--- src/rtl/lcd_nibble_xmit.sv ---
// lcd_nibble_xmit: 4-bit HD44780 bus transmitter, one byte per handshake.
// Optional LCD_LONG_WAIT_EN: long settle after clear/home instructions.
module lcd_nibble_xmit #(
  parameter int SETUP_CYC     = 2,
  parameter int E_HIGH_CYC    = 12,
  parameter int HOLD_CYC      = 2,
  parameter int GAP_CYC       = 50,
  parameter int WAIT_CYC      = 2000,
  parameter int LONG_WAIT_CYC = 82000,
  parameter int CNT_W         = 17
) (
  input  logic       clk,
  input  logic       reset,
  input  logic       cmd_valid,
  output logic       cmd_ready,
  input  logic       cmd_rs,
  input  logic [7:0] cmd_data,
  input  logic       cmd_nibble,
  output logic       busy,
  output logic       lcd_e,
  output logic       lcd_rs,
  output logic       lcd_rw,
  output logic [3:0] sf_d
);

  typedef enum logic [3:0] {
    S_IDLE,
    S_HI_SETUP,
    S_HI_PULSE,
    S_HI_HOLD,
    S_GAP,
    S_LO_SETUP,
    S_LO_PULSE,
    S_LO_HOLD,
    S_WAIT
  } state_t;

  localparam logic [CNT_W-1:0] L_SETUP =
    CNT_W'(SETUP_CYC - 1);
  localparam logic [CNT_W-1:0] L_EHIGH =
    CNT_W'(E_HIGH_CYC - 1);
  localparam logic [CNT_W-1:0] L_HOLD =
    CNT_W'(HOLD_CYC - 1);
  localparam logic [CNT_W-1:0] L_GAP =
    CNT_W'(GAP_CYC - 1);
  localparam logic [CNT_W-1:0] L_WAIT =
    CNT_W'(WAIT_CYC - 1);

  state_t           state_q, state_d;
  logic [CNT_W-1:0] cnt_q, cnt_d;
  logic             rs_q, rs_n;
  logic [7:0]       data_q, data_n;
  logic             nib_q, nib_n;
  logic [CNT_W-1:0] wait_lim;

  logic             e_n;
  logic             lrs_n;
  logic [3:0]       sf_n;
  logic             ready_n;

`ifdef LCD_LONG_WAIT_EN
  localparam logic [CNT_W-1:0] L_LONG =
    CNT_W'(LONG_WAIT_CYC - 1);

  logic long_q, long_n;
  logic is_home;

  // Clear (01) and return-home (02/03) instructions need the long settle.
  assign is_home = (cmd_data[7:2] == 6'd0) &&
                   (cmd_data[1:0] != 2'd0);

  // Long-settle flag captured with the byte.
  always_ff @(posedge clk or posedge reset) begin
    if (reset) long_q <= 1'b0;
    else       long_q <= long_n;
  end

  // Flag is only resampled at accept time.
  always_comb begin
    long_n = long_q;
    if (state_q == S_IDLE && cmd_valid)
      long_n = ~cmd_rs & ~cmd_nibble & is_home;
  end

  assign wait_lim = long_q ? L_LONG : L_WAIT;
`else
  logic unused_long_wait;
  assign unused_long_wait = (LONG_WAIT_CYC == 0);
  assign wait_lim = L_WAIT;
`endif

  // State, phase counter and latched command.
  always_ff @(posedge clk or posedge reset) begin
    if (reset) begin
      state_q <= S_IDLE;
      cnt_q   <= '0;
      rs_q    <= 1'b0;
      data_q  <= 8'h00;
      nib_q   <= 1'b0;
    end else begin
      state_q <= state_d;
      cnt_q   <= cnt_d;
      rs_q    <= rs_n;
      data_q  <= data_n;
      nib_q   <= nib_n;
    end
  end

  // Phase sequencing; every phase ends when the counter hits its limit.
  always_comb begin
    state_d = state_q;
    cnt_d   = cnt_q + 1'b1;
    rs_n    = rs_q;
    data_n  = data_q;
    nib_n   = nib_q;
    unique case (state_q)
      S_IDLE: begin
        cnt_d = '0;
        if (cmd_valid) begin
          state_d = S_HI_SETUP;
          rs_n    = cmd_rs;
          data_n  = cmd_data;
          nib_n   = cmd_nibble;
        end
      end
      S_HI_SETUP:
        if (cnt_q == L_SETUP) state_d = S_HI_PULSE;
      S_HI_PULSE:
        if (cnt_q == L_EHIGH) state_d = S_HI_HOLD;
      S_HI_HOLD:
        if (cnt_q == L_HOLD)
          state_d = nib_q ? S_WAIT : S_GAP;
      S_GAP:
        if (cnt_q == L_GAP) state_d = S_LO_SETUP;
      S_LO_SETUP:
        if (cnt_q == L_SETUP) state_d = S_LO_PULSE;
      S_LO_PULSE:
        if (cnt_q == L_EHIGH) state_d = S_LO_HOLD;
      S_LO_HOLD:
        if (cnt_q == L_HOLD) state_d = S_WAIT;
      S_WAIT:
        if (cnt_q == wait_lim) state_d = S_IDLE;
      default:
        state_d = S_IDLE;
    endcase
    if (state_d != state_q) cnt_d = '0;
  end

  // Pin values decoded from the next state so they can be registered.
  always_comb begin
    e_n     = 1'b0;
    lrs_n   = 1'b0;
    sf_n    = 4'h0;
    ready_n = 1'b0;
    unique case (state_d)
      S_IDLE:
        ready_n = 1'b1;
      S_HI_SETUP, S_HI_HOLD: begin
        lrs_n = rs_n;
        sf_n  = data_n[7:4];
      end
      S_HI_PULSE: begin
        e_n   = 1'b1;
        lrs_n = rs_n;
        sf_n  = data_n[7:4];
      end
      S_GAP:
        sf_n = data_n[3:0];
      S_LO_SETUP, S_LO_HOLD: begin
        lrs_n = rs_n;
        sf_n  = data_n[3:0];
      end
      S_LO_PULSE: begin
        e_n   = 1'b1;
        lrs_n = rs_n;
        sf_n  = data_n[3:0];
      end
      default: begin
        e_n   = 1'b0;
        lrs_n = 1'b0;
        sf_n  = 4'h0;
      end
    endcase
  end

  // Registered pins; reset drops lcd_e immediately.
  always_ff @(posedge clk or posedge reset) begin
    if (reset) begin
      lcd_e     <= 1'b0;
      lcd_rs    <= 1'b0;
      sf_d      <= 4'h0;
      cmd_ready <= 1'b1;
    end else begin
      lcd_e     <= e_n;
      lcd_rs    <= lrs_n;
      sf_d      <= sf_n;
      cmd_ready <= ready_n;
    end
  end

  assign busy   = ~cmd_ready;
  assign lcd_rw = 1'b0;

endmodule

--- config.mk ---
export PLATFORM = sky130hd
export DESIGN_NAME = lcd_nibble_xmit
export DESIGN_NICKNAME = d
export VERILOG_FILES = /design/src/rtl/lcd_nibble_xmit.sv
export SDC_FILE = /design/constraint.sdc
export NUM_CORES = 1
export LEC_CHECK = 0
export CAP_MARGIN = 20
export CELL_PAD_IN_SITES_DETAIL_PLACEMENT = 1
export CELL_PAD_IN_SITES_GLOBAL_PLACEMENT = 1
export CORE_UTILIZATION = 48
export CTS_BUF_LIST = sky130_fd_sc_hd__clkbuf_8
export DETAILED_ROUTE_END_ITERATION = 16
export GPL_TIMING_DRIVEN = 1
export PLACE_DENSITY_LB_ADDON = 0.1
export SLEW_MARGIN = 20
export SYNTH_ARGS = -nofsm -noshare
export SYNTH_HDL_FRONTEND = slang
export SYNTH_SLANG_ARGS = --single-unit
--- constraint.sdc ---
create_clock -name clk -period 3.4 [get_ports clk]
set_clock_uncertainty 0.2 [all_clocks]
set_input_delay 0.68 -clock clk [delete_from_list [all_inputs] [get_ports clk]]
set_output_delay 0.68 -clock clk [all_outputs]
set_load 0.02 [all_outputs]
==> Word-level counts from Yosys, hierarchy flattened <==
Index checks and enable logic that the tools add are counted.
{ "op_classes": {"reduce_logical": 7, "n_mux": 21, "eq_ne": 20, "n_bitwise": 1, "addsub": 1} }
{ "op_table": {"columns": ["op", "count"], "rows": [
  ["4-bit 2-to-1 mux", 10],
  ["4-bit one-hot mux with 9 select lines", 1],
  ["17-bit 2-to-1 mux", 2],
  ["4-bit by 3-bit == test with 1-bit output, second input constant", 8],
  ["17-bit by 1-bit adder with 17-bit output, second input constant", 1],
  ["17-bit by 1-bit == test with 1-bit output, second input constant", 1],
  ["17-bit by 11-bit == test with 1-bit output, second input constant", 1],
  ["17-bit by 4-bit == test with 1-bit output, second input constant", 1],
  ["17-bit by 6-bit == test with 1-bit output, second input constant", 1],
  ["4-bit by 2-bit == test with 1-bit output, second input constant", 4],
  ["8-bit 2-to-1 mux", 2],
  ["4-bit by 1-bit == test with 1-bit output, second input constant", 2],
  ["4-bit zero test", 2],
  ["4-bit one-hot mux with 2 select lines", 1],
  ["6-bit OR reduction", 1],
  ["1-bit 2-to-1 mux", 5],
  ["4-bit == test, second input constant", 1],
  ["4-bit != test", 1],
  ["4-bit OR reduction", 1],
  ["3-bit OR reduction", 1],
  ["2-bit AND reduction", 1],
  ["2-bit OR reduction", 1],
  ["1-bit inverter", 1]
]} }
{ "word_totals": {"out_inout_bits": 9, "ff_bits": 38, "elab_cells": 59} }

==> Depth between registers and ports, before layout <==
Gate-level depths: netlist of run 1.
{ "logic_depth": {"word_depth": 6, "mapped_depth": 9, "mapped_depth_nobuf": 8} }

==> Worst setup path before layout of run 1 <==
No wires, ideal clock.
{ "synth_path": {"path_kind": "reg2reg", "start": "register cnt_q[1]", "end": "register cnt_q[8]", "t_arrival_ps": 1772, "stages_incl_launch_ff": 10, "setup_ps": 118, "setup_slack_ps": 1309, "cell_sequence": "dfrtp_1 inv_1 ha_1 nor4b_1 nand4_1 a2111oi_2 nor3_1 o21ai_2 buf_6 nor2_1"} }
{ "synth_between": {"elab_chain_len": 5, "elab_cells_between_ends": 17, "cone_classes": "add/sub (1); eq/ne (5); mux (11)"} }
{ "synth_lines": {"columns": ["item", "line", "text"], "rows": [
  ["from (decl)", "50", "logic [CNT_W-1:0] cnt_q, cnt_d;"],
  ["from (signal assigned)", "102", "cnt_q <= cnt_d;"],
  ["17-bit by 11-bit == test with 1-bit output, or another cell as far along", "142", "if (cnt_q == wait_lim) state_d = S_IDLE;"],
  ["4-bit 2-to-1 mux, or another cell as far along", "142", null],
  ["4-bit one-hot mux with 9 select lines", "116", "unique case (state_q)"],
  ["4-bit != test", "146", "if (state_d != state_q) cnt_d = '0;"],
  ["17-bit 2-to-1 mux *", "146", null],
  ["via cnt_d[8]", "50", null]
]} }
Mark *: on every way through the listed nets, which the timed path passes. The rest lies on a longest branch.
A chain may end at the register's enable or synchronous reset.

==> Worst setup path in the final report of run 1 <==
{ "layout_path": {"start": "register cnt_q[4]", "end": "register cnt_q[3]"} }
{ "layout_between": {"elab_chain_len": 5, "elab_cells_between_ends": 15, "cone_classes": "eq/ne (5); mux (10)"} }
{ "layout_lines": {"columns": ["item", "line"], "rows": [
  ["17-bit by 11-bit == test with 1-bit output, or another cell as far along", "142"],
  ["4-bit 2-to-1 mux, or another cell as far along", "142"],
  ["4-bit one-hot mux with 9 select lines *", "116"],
  ["4-bit != test *", "146"],
  ["17-bit 2-to-1 mux *", "146"],
  ["via cnt_d[3]", "50"]
]} }
Marked as above.

==> results of run 1 <==
## path summary, 6_finish.rpt
path / start / to / slack (ps) / depth (start not counted)
setup reg to reg: cnt_q[4] / cnt_q[3] / 840 / 6
hold / removal: data_q[3] / data_q[3] / 280 / 2
max in group asynchronous: reset / cmd_ready / 2030 / 3
hold reg to reg: data_q[3] / data_q[3] / 280 / 2
min in group asynchronous: reset / sf_d[2] / 610 / 3
setup / recovery: cnt_q[4] / cnt_q[3] / 840 / 6
## layer usage
| layer | wire length (um) | vias to the layer above | global-route usage [%] | share of wire [%] |
|---|---|---|---|---|
| met5 | 0 | - | 0 | 0 |
| met4 | 75 | 0 | 9.375 | 1.9 |
| met3 | 140 | 9 | 5.254 | 3.5 |
| met2 | 1954 | 27 | 36.44 | 49 |
| met1 | 1810 | 667 | 30.52 | 45 |
| li1 | - | 639 | - | - |
## placed cells by master (no fill, tap or decap), drive strengths merged
cell	synthesis	layout
dfrtp	37	37
nand2	30	30
nor2	25	25
clkdlybuf4s50	0	20
xor2	12	12
inv	8	8
clkbuf	2	8
nor3	7	7
nand4	7	7
nand3	7	7
mux2	4	4
o2bb2ai	4	4
xnor2	3	3
a21oi	3	3
and3	3	3
nor4b	2	2
ha	2	2
buf	4	2
nor4	2	2
and4	2	2
mux2i	1	1
o311a	1	1
or2	1	1
nand2b	1	1
nand3b	1	1
a2111oi	1	1
or3	1	1
a31o	1	1
a21o	1	1
o21ai	1	1
and2b	1	1
o21a	1	1
conb	1	1
dfstp	1	1
## final cells by class
| type | instances | area (um^2) | share of cell area, % |
|---|---|---|---|
| multi-input combinational | 126 | 779.5 | 36.35 |
| timing repair buffer | 22 | 215.2 | 10.03 |
| tap | 46 | 57.56 | 2.684 |
| inverter | 8 | 30.03 | 1.400 |
| clock buffer | 8 | 110.1 | 5.134 |
| sequential | 38 | 952.2 | 44.40 |
## worst register-to-register path, stage by stage (launching register included)
cell and delay (ps):
dfrtp_1 450, nor4b_1 410, nand3_1 140, a2111oi_2 450, nor3_1 100, o21ai_2 540, nor2_1 120
## power by group through the flow
stage	Clock [mW]	Combinational (mW)	Sequential [mW]
after CTS	0.365	0.652	0.659
after floorplan	0	0.469	0.676
final	0.355	0.644	0.658
after global placement	0	0.624	0.657
after global routing	0.382	0.715	0.677
after detailed placement	0	0.644	0.666
## Yosys cell counts, types with 2 or more instances
| cell type | number | area [um^2] |
|---|---|---|
| xor2_1 | 12 | 105.1 |
| buf_6 | 2 | 22.52 |
| xnor2_1 | 3 | 26.28 |
| ha_1 | 2 | 25.02 |
| nand4_1 | 7 | 43.79 |
| nor4b_1 | 2 | 17.52 |
| and3_1 | 2 | 12.51 |
| nor3_1 | 7 | 35.03 |
| o2bb2ai_1 | 4 | 35.03 |
| nand2_1 | 30 | 112.6 |
| nand3_1 | 7 | 35.03 |
| dfrtp_1 | 37 | 925.9 |
| a21oi_1 | 2 | 10.01 |
| mux2_2 | 4 | 45.04 |
| inv_1 | 8 | 30.03 |
| nor2_1 | 24 | 90.09 |
## cell families after synthesis
group | count (synthesis)
flops | 38
simple gates | 90
compound gates | 13
mux | 5
xor+xnor | 15
other cells | 1
buf+inv | 14
fa+ha+maj | 2
## state kept, by name (all words and copies together), names as in the netlist
register	count
cnt_q	17
data_q	8
sf_d	4
state_q	4
cmd_ready	1
lcd_e	1
lcd_rs	1
nib_q	1
rs_q	1
==> reports/metrics.cfg, run 1 <==
[timing]
fin_ws_ps = 841.8
min_period_ps = 2558
maxSlewViolCount = 0
hold_viol_final = 0
whs_ps = 280.8
relSlewSlack_pct = 55.62
fin_setup_tns_ps = 0
rsz0062_at_grt = no
worstMarginPinSlew_ps = 665.7
setup_viol = 0
period_share_pct = 75.24
max_clock_freq_mhz = 390.9

[die]
die_x_um = 63.33
die_height_um = 63.33
core_um2 = 3468
die_area_um2 = 4011
rows = 21
ios = 22
start_util_pct = 52.06

[clock_tree]
htreeDepth = 2
post_cts_resized = 0
root_buffer = clkbuf_8
cts_max_path_buffers = 2
clkTransAtPathRegs_ps = 70
tritoncts = yes
worstSkewPairLatency_ps = 290
cts.sinks = 38
cts_setup_buffers = 0
cts_hold_buf = 0
numCtsBuffers = 5

[synthesis]
async_reset_ff_share_pct = 100.0
synth-main-ff-cell = dfrtp_1
synth.cell_area_um2 = 1805
ys_types = 41
synth_compound_area_share_pct = 6.168
yosysWarnings = 0
postSynthCellCount = 178
yosys.area_share.simple_pct = 24.88
synth_top_family_by_area = simple AND/OR/NAND/NOR gates
synth_edf_count = 0
synth_xor_area_share_pct = 7.277
avgSynthCellArea_um2 = 10.14
synth_nets = 193
yosysSeqAreaShare_pct = 52.74
synth.area.mux_share_pct = 3.257
synth-seq-cells = 38
synthAdderAreaFrac_pct = 1.386

[layout]
layout-drive-gt1-share_pct = 13.37
final_util_pct = 61.83
nNetsFinal = 216
design_area_um2 = 2145
diodes = 0
layoutNonFillerInstCount = 248
num-fill-cells = 398
area_delta_synth_final_pct = 18.78

[placement]
gpl.final_weighted_congestion = 0.7802
portBuffers = 20
placed_cell_area_um2 = 2034
hpwl_mm = 2.898
dp_cells = 240
place_ws_ps = 742.6

[power]
power_density_nw_per_um2 = 772.8
switching_share_pct = 36.48
pwr-share-comb_pct = 38.9
power_switching_uw = 604.6
clkPwrFrac_pct = 21.4
power_leakage_nw = 0.9792
seq_power_share_pct = 39.7
cell_internal_pwr_mw = 1.053
vdd_drop_max_mv = 0.4032
finalPower_mw = 1.657

[routing]
totalWireLength_mm = 3.981
first_iter_violations = 46
vias = 1342
routedWlPerCell_um = 16.05
drc_errors = 0
ant_nets = 0
first_pass_iters = 4
viasPerCell = 5.411

[global_routing]
grt_pass1_wl_mm = 6.962
antenna_found_initial = 0
overflow = 0
grt_max_degree = 39
grt_pass1_vias = 1426
grt_usage_pct = 23.07

[setup_path]
required_ps = 3340
max_stage_delay_ps = 540
cp_cell_sequence = nor4b_1, nand3_1, a2111oi_2, nor3_1, o21ai_2, nor2_1
startpoint_type = register
cp_slowest_cell = o21ai_2
path_class = reg2reg
path_buf_inv = 0
worstPathArrival_ps = 2500
end_kind = register
cp_max_fo = 17
cp_top_family = compound AO/OA/AOI/OAI gates

[outcome]
status = finished, final reports clean

[hold_path]
min_path_type = reg2reg

[job]
maxCapViolations = 0

No activity file was read; power rests on OpenSTA's default activity.
==> run 2: changes to the inputs <==
--- a/config.mk
+++ b/config.mk
@@ -8,7 +8,7 @@
 export CAP_MARGIN = 20
 export CELL_PAD_IN_SITES_DETAIL_PLACEMENT = 1
 export CELL_PAD_IN_SITES_GLOBAL_PLACEMENT = 1
-export CORE_UTILIZATION = 48
+export CORE_UTILIZATION = 40
 export CTS_BUF_LIST = sky130_fd_sc_hd__clkbuf_8
 export DETAILED_ROUTE_END_ITERATION = 16
 export GPL_TIMING_DRIVEN = 1
==> constraint.sdc (replaced) <==
create_clock -name clk -period 2.2 [get_ports clk]
set_clock_uncertainty 0.2 [all_clocks]
set_input_delay 0.44 -clock clk [delete_from_list [all_inputs] [get_ports clk]]
set_output_delay 0.44 -clock clk [all_outputs]
set_load 0.02 [all_outputs]
==> run 2 against run 1 <==
Effect of this change: the run now ends with setup timing left; die area rose by 19%; non-clock buffer count is 23 higher; design area grew 19%; routed wire length up 17%; combinational power grew to 2.6 times the previous value; cell count is 12% higher; largest cell class unchanged.
==> reports/metrics.cfg, run 2 (synthesized netlist as in run 1, its figures left out) <==
[die]
start_util_pct = 41.47  ; -11 points
die_height_um = 69.19  ; +9.2%
die_area_um2 = 4787  ; +19%
ios = 22  ; unchanged
die_x_um = 69.19  ; +9.2%
core_um2 = 4354  ; +26%
rows = 24  ; +14%

[timing]
setup_viol = 17  ; +17
maxSlewViolCount = 0  ; unchanged
max_clock_freq_mhz = 436.0  ; +12%
fin_setup_tns_ps = -1339  ; -1339 ps
min_period_ps = 2294  ; -264.5 ps
hold_viol_final = 0  ; unchanged
period_share_pct = 104.3  ; +29 points
fin_ws_ps = -93.79  ; -935.5 ps
rsz0062_at_grt = yes

[layout]
area_delta_synth_final_pct = 41.09
num-fill-cells = 473  ; +19%
final_cell_mix = dfrtp_1, nand2_1, clkdlybuf4s50_1, buf_4, nor2_1
nNetsFinal = 239  ; +11%
top_register = cnt_q
layout_commonest_cell = dfrtp_1
layout-drive-gt1-share_pct = 32.00  ; +19 points
diodes = 0  ; unchanged
largest_register_ffs = 17  ; unchanged
final_util_pct = 58.51  ; -3.3 points
top_regs = cnt_q: 17 flops, data_q: 8 flops
layoutNonFillerInstCount = 277  ; +12%

[global_routing]
antenna_found_initial = 0  ; unchanged
grt_util_met1_pct = 25.93  ; -4.6 points
grt_util_met2_pct = 33.33  ; -3.1 points
use_met3_pct = 3.488  ; -1.8 points
grt_pass1_wl_mm = 7.659  ; +10%
grt_pass1_vias = 1585  ; +11%
grt_max_degree = 39  ; unchanged
overflow = 0  ; unchanged
busiest_layer = met2
grt_usage_pct = 19.96  ; -3.1 points

[clock_tree]
numCtsBuffers = 5  ; unchanged
cts_max_path_buffers = 2  ; unchanged
worstSkewPairLatency_ps = 290  ; about the same
htreeDepth = 2  ; unchanged
root_buffer = clkbuf_8
cts_hold_buf = 0  ; unchanged
clkTransAtPathRegs_ps = 80  ; about the same
cts.sinks = 38  ; unchanged
tritoncts = yes

[routing]
first_iter_violations = 79  ; +72%
totalWireLength_mm = 4.676  ; +17%
drc_errors = 0  ; unchanged
first_pass_iters = 4  ; unchanged
routedWlPerCell_um = 16.88  ; +5.2%
viasPerCell = 5.141  ; -5.0%
vias = 1424  ; +6.1%
ant_nets = 0  ; unchanged

[power]
finalPower_mw = 3.402  ; +110%
vdd_drop_max_mv = 0.6708  ; +66%
power_leakage_nw = 1.143  ; +17%
power_density_nw_per_um2 = 1335  ; +73%

[outcome]
failed_checks = setup timing
status = finished with violations

[job]
maxCapViolations = 0  ; unchanged

[setup_path]
required_ps = 2190  ; -1150 ps
path_class = reg2reg
startpoint_type = register
worstPathArrival_ps = 2280  ; -220 ps
cp_max_fo = 8  ; -9
end_kind = register

[placement]
gpl.final_weighted_congestion = 0.7889  ; +1.1%
portBuffers = 20  ; unchanged
dp_cells = 263  ; +9.6%
hpwl_mm = 3.021  ; +4.2%

[hold_path]
min_path_type = in2async

## run 2: cell count changes in the layout (fill, tap and decap cells not counted), moves of 3 or more
cell,change
nor2_2,+6
o2bb2ai_2,+4
nor2_1,-11
nor3_1,-3
nor3_2,+3
o2bb2ai_1,-4
buf_4,+18
nor2_4,+5
clkbuf_8,-3
## run 2: worst max-delay path, stage by stage (launching register included)
cell and delay, ps:
dfrtp_1 400, inv_1 70, ha_2 170, nor4b_4 180, nand4_1 170, a2111oi_4 400, nor3_2 90, o21ai_2 130
buf_6 150, clkbuf_16 160, nor2_1 50
## run 2: worst paths after layout
| kind | cells past startpoint | to | slack, ps | startpoint |
|---|---|---|---|---|
| min reg2reg | 1 | data_q[4] | 300 | data_q[4] |
| max reg2reg | 10 | cnt_q[8] | -90 | cnt_q[1] |
| min | 3 | sf_d[3] | 300 | reset |
| max in group asynchronous | 3 | cmd_ready | 1250 | reset |
| max | 10 | cnt_q[8] | -90 | cnt_q[1] |
| min in group clk | 1 | data_q[4] | 300 | data_q[4] |
## run 2: layout make-up
class / instances / area (um^2) / share of cell area (%)
clock inverter: 3 / 68.82 / 2.701
tap: 52 / 65.06 / 2.554
clock buffer: 5 / 68.82 / 2.701
inverter: 8 / 30.03 / 1.179
timing repair buffer: 45 / 451.7 / 17.73
sequential: 38 / 952.2 / 37.38
multi-input combinational: 126 / 910.9 / 35.76
## run 2: report_power, final
| group | internal (mW) | total (mW) | switching [mW] |
|---|---|---|---|
| Combinational | 0.821 | 1.67 | 0.852 |
| Sequential | 0.898 | 1.02 | 0.118 |
| Clock | 0.454 | 0.713 | 0.259 |
## run 2: timing repair
item,in CTS,in global routing
pin swaps,0,6
gates resized for setup,2,28
cloned,0,2
endpoints found under the setup margin,22,23
setup buffers,0,4
## run 2: layer usage
metal	wire [um]	part of all wire, %
met1	2184	47
met2	2347	50
met3	86	1.8
met4	56	1.2
met5	0	0
## run 2: through the flow
| step | setup slack [ps] | hold WS, ps | instance area [um^2] |
|---|---|---|---|
| final | -93.79 | 297.8 | 2547 |
| after global routing | -167.7 | 324.5 | 2547 |
| after CTS | -20.69 | 291.7 | 2351 |
| after detailed placement | -44.79 | 270.2 | 2195 |
| after global placement | 2.975 | 256.7 | 2195 |
| after floorplan | 109.4 | 241.1 | 1805 |
==> run 3: changes to the inputs <==
--- a/config.mk
+++ b/config.mk
@@ -5,11 +5,12 @@
 export SDC_FILE = /design/constraint.sdc
 export NUM_CORES = 1
 export LEC_CHECK = 0
-export CAP_MARGIN = 20
+export CAP_MARGIN = 40
 export CELL_PAD_IN_SITES_DETAIL_PLACEMENT = 1
 export CELL_PAD_IN_SITES_GLOBAL_PLACEMENT = 1
 export CORE_UTILIZATION = 40
 export CTS_BUF_LIST = sky130_fd_sc_hd__clkbuf_8
+export CTS_CLUSTER_DIAMETER = 30
 export DETAILED_ROUTE_END_ITERATION = 16
 export GPL_TIMING_DRIVEN = 1
 export PLACE_DENSITY_LB_ADDON = 0.1
==> results of run 3 <==
Final layout, timing and power as in run 2 (identical DEF).
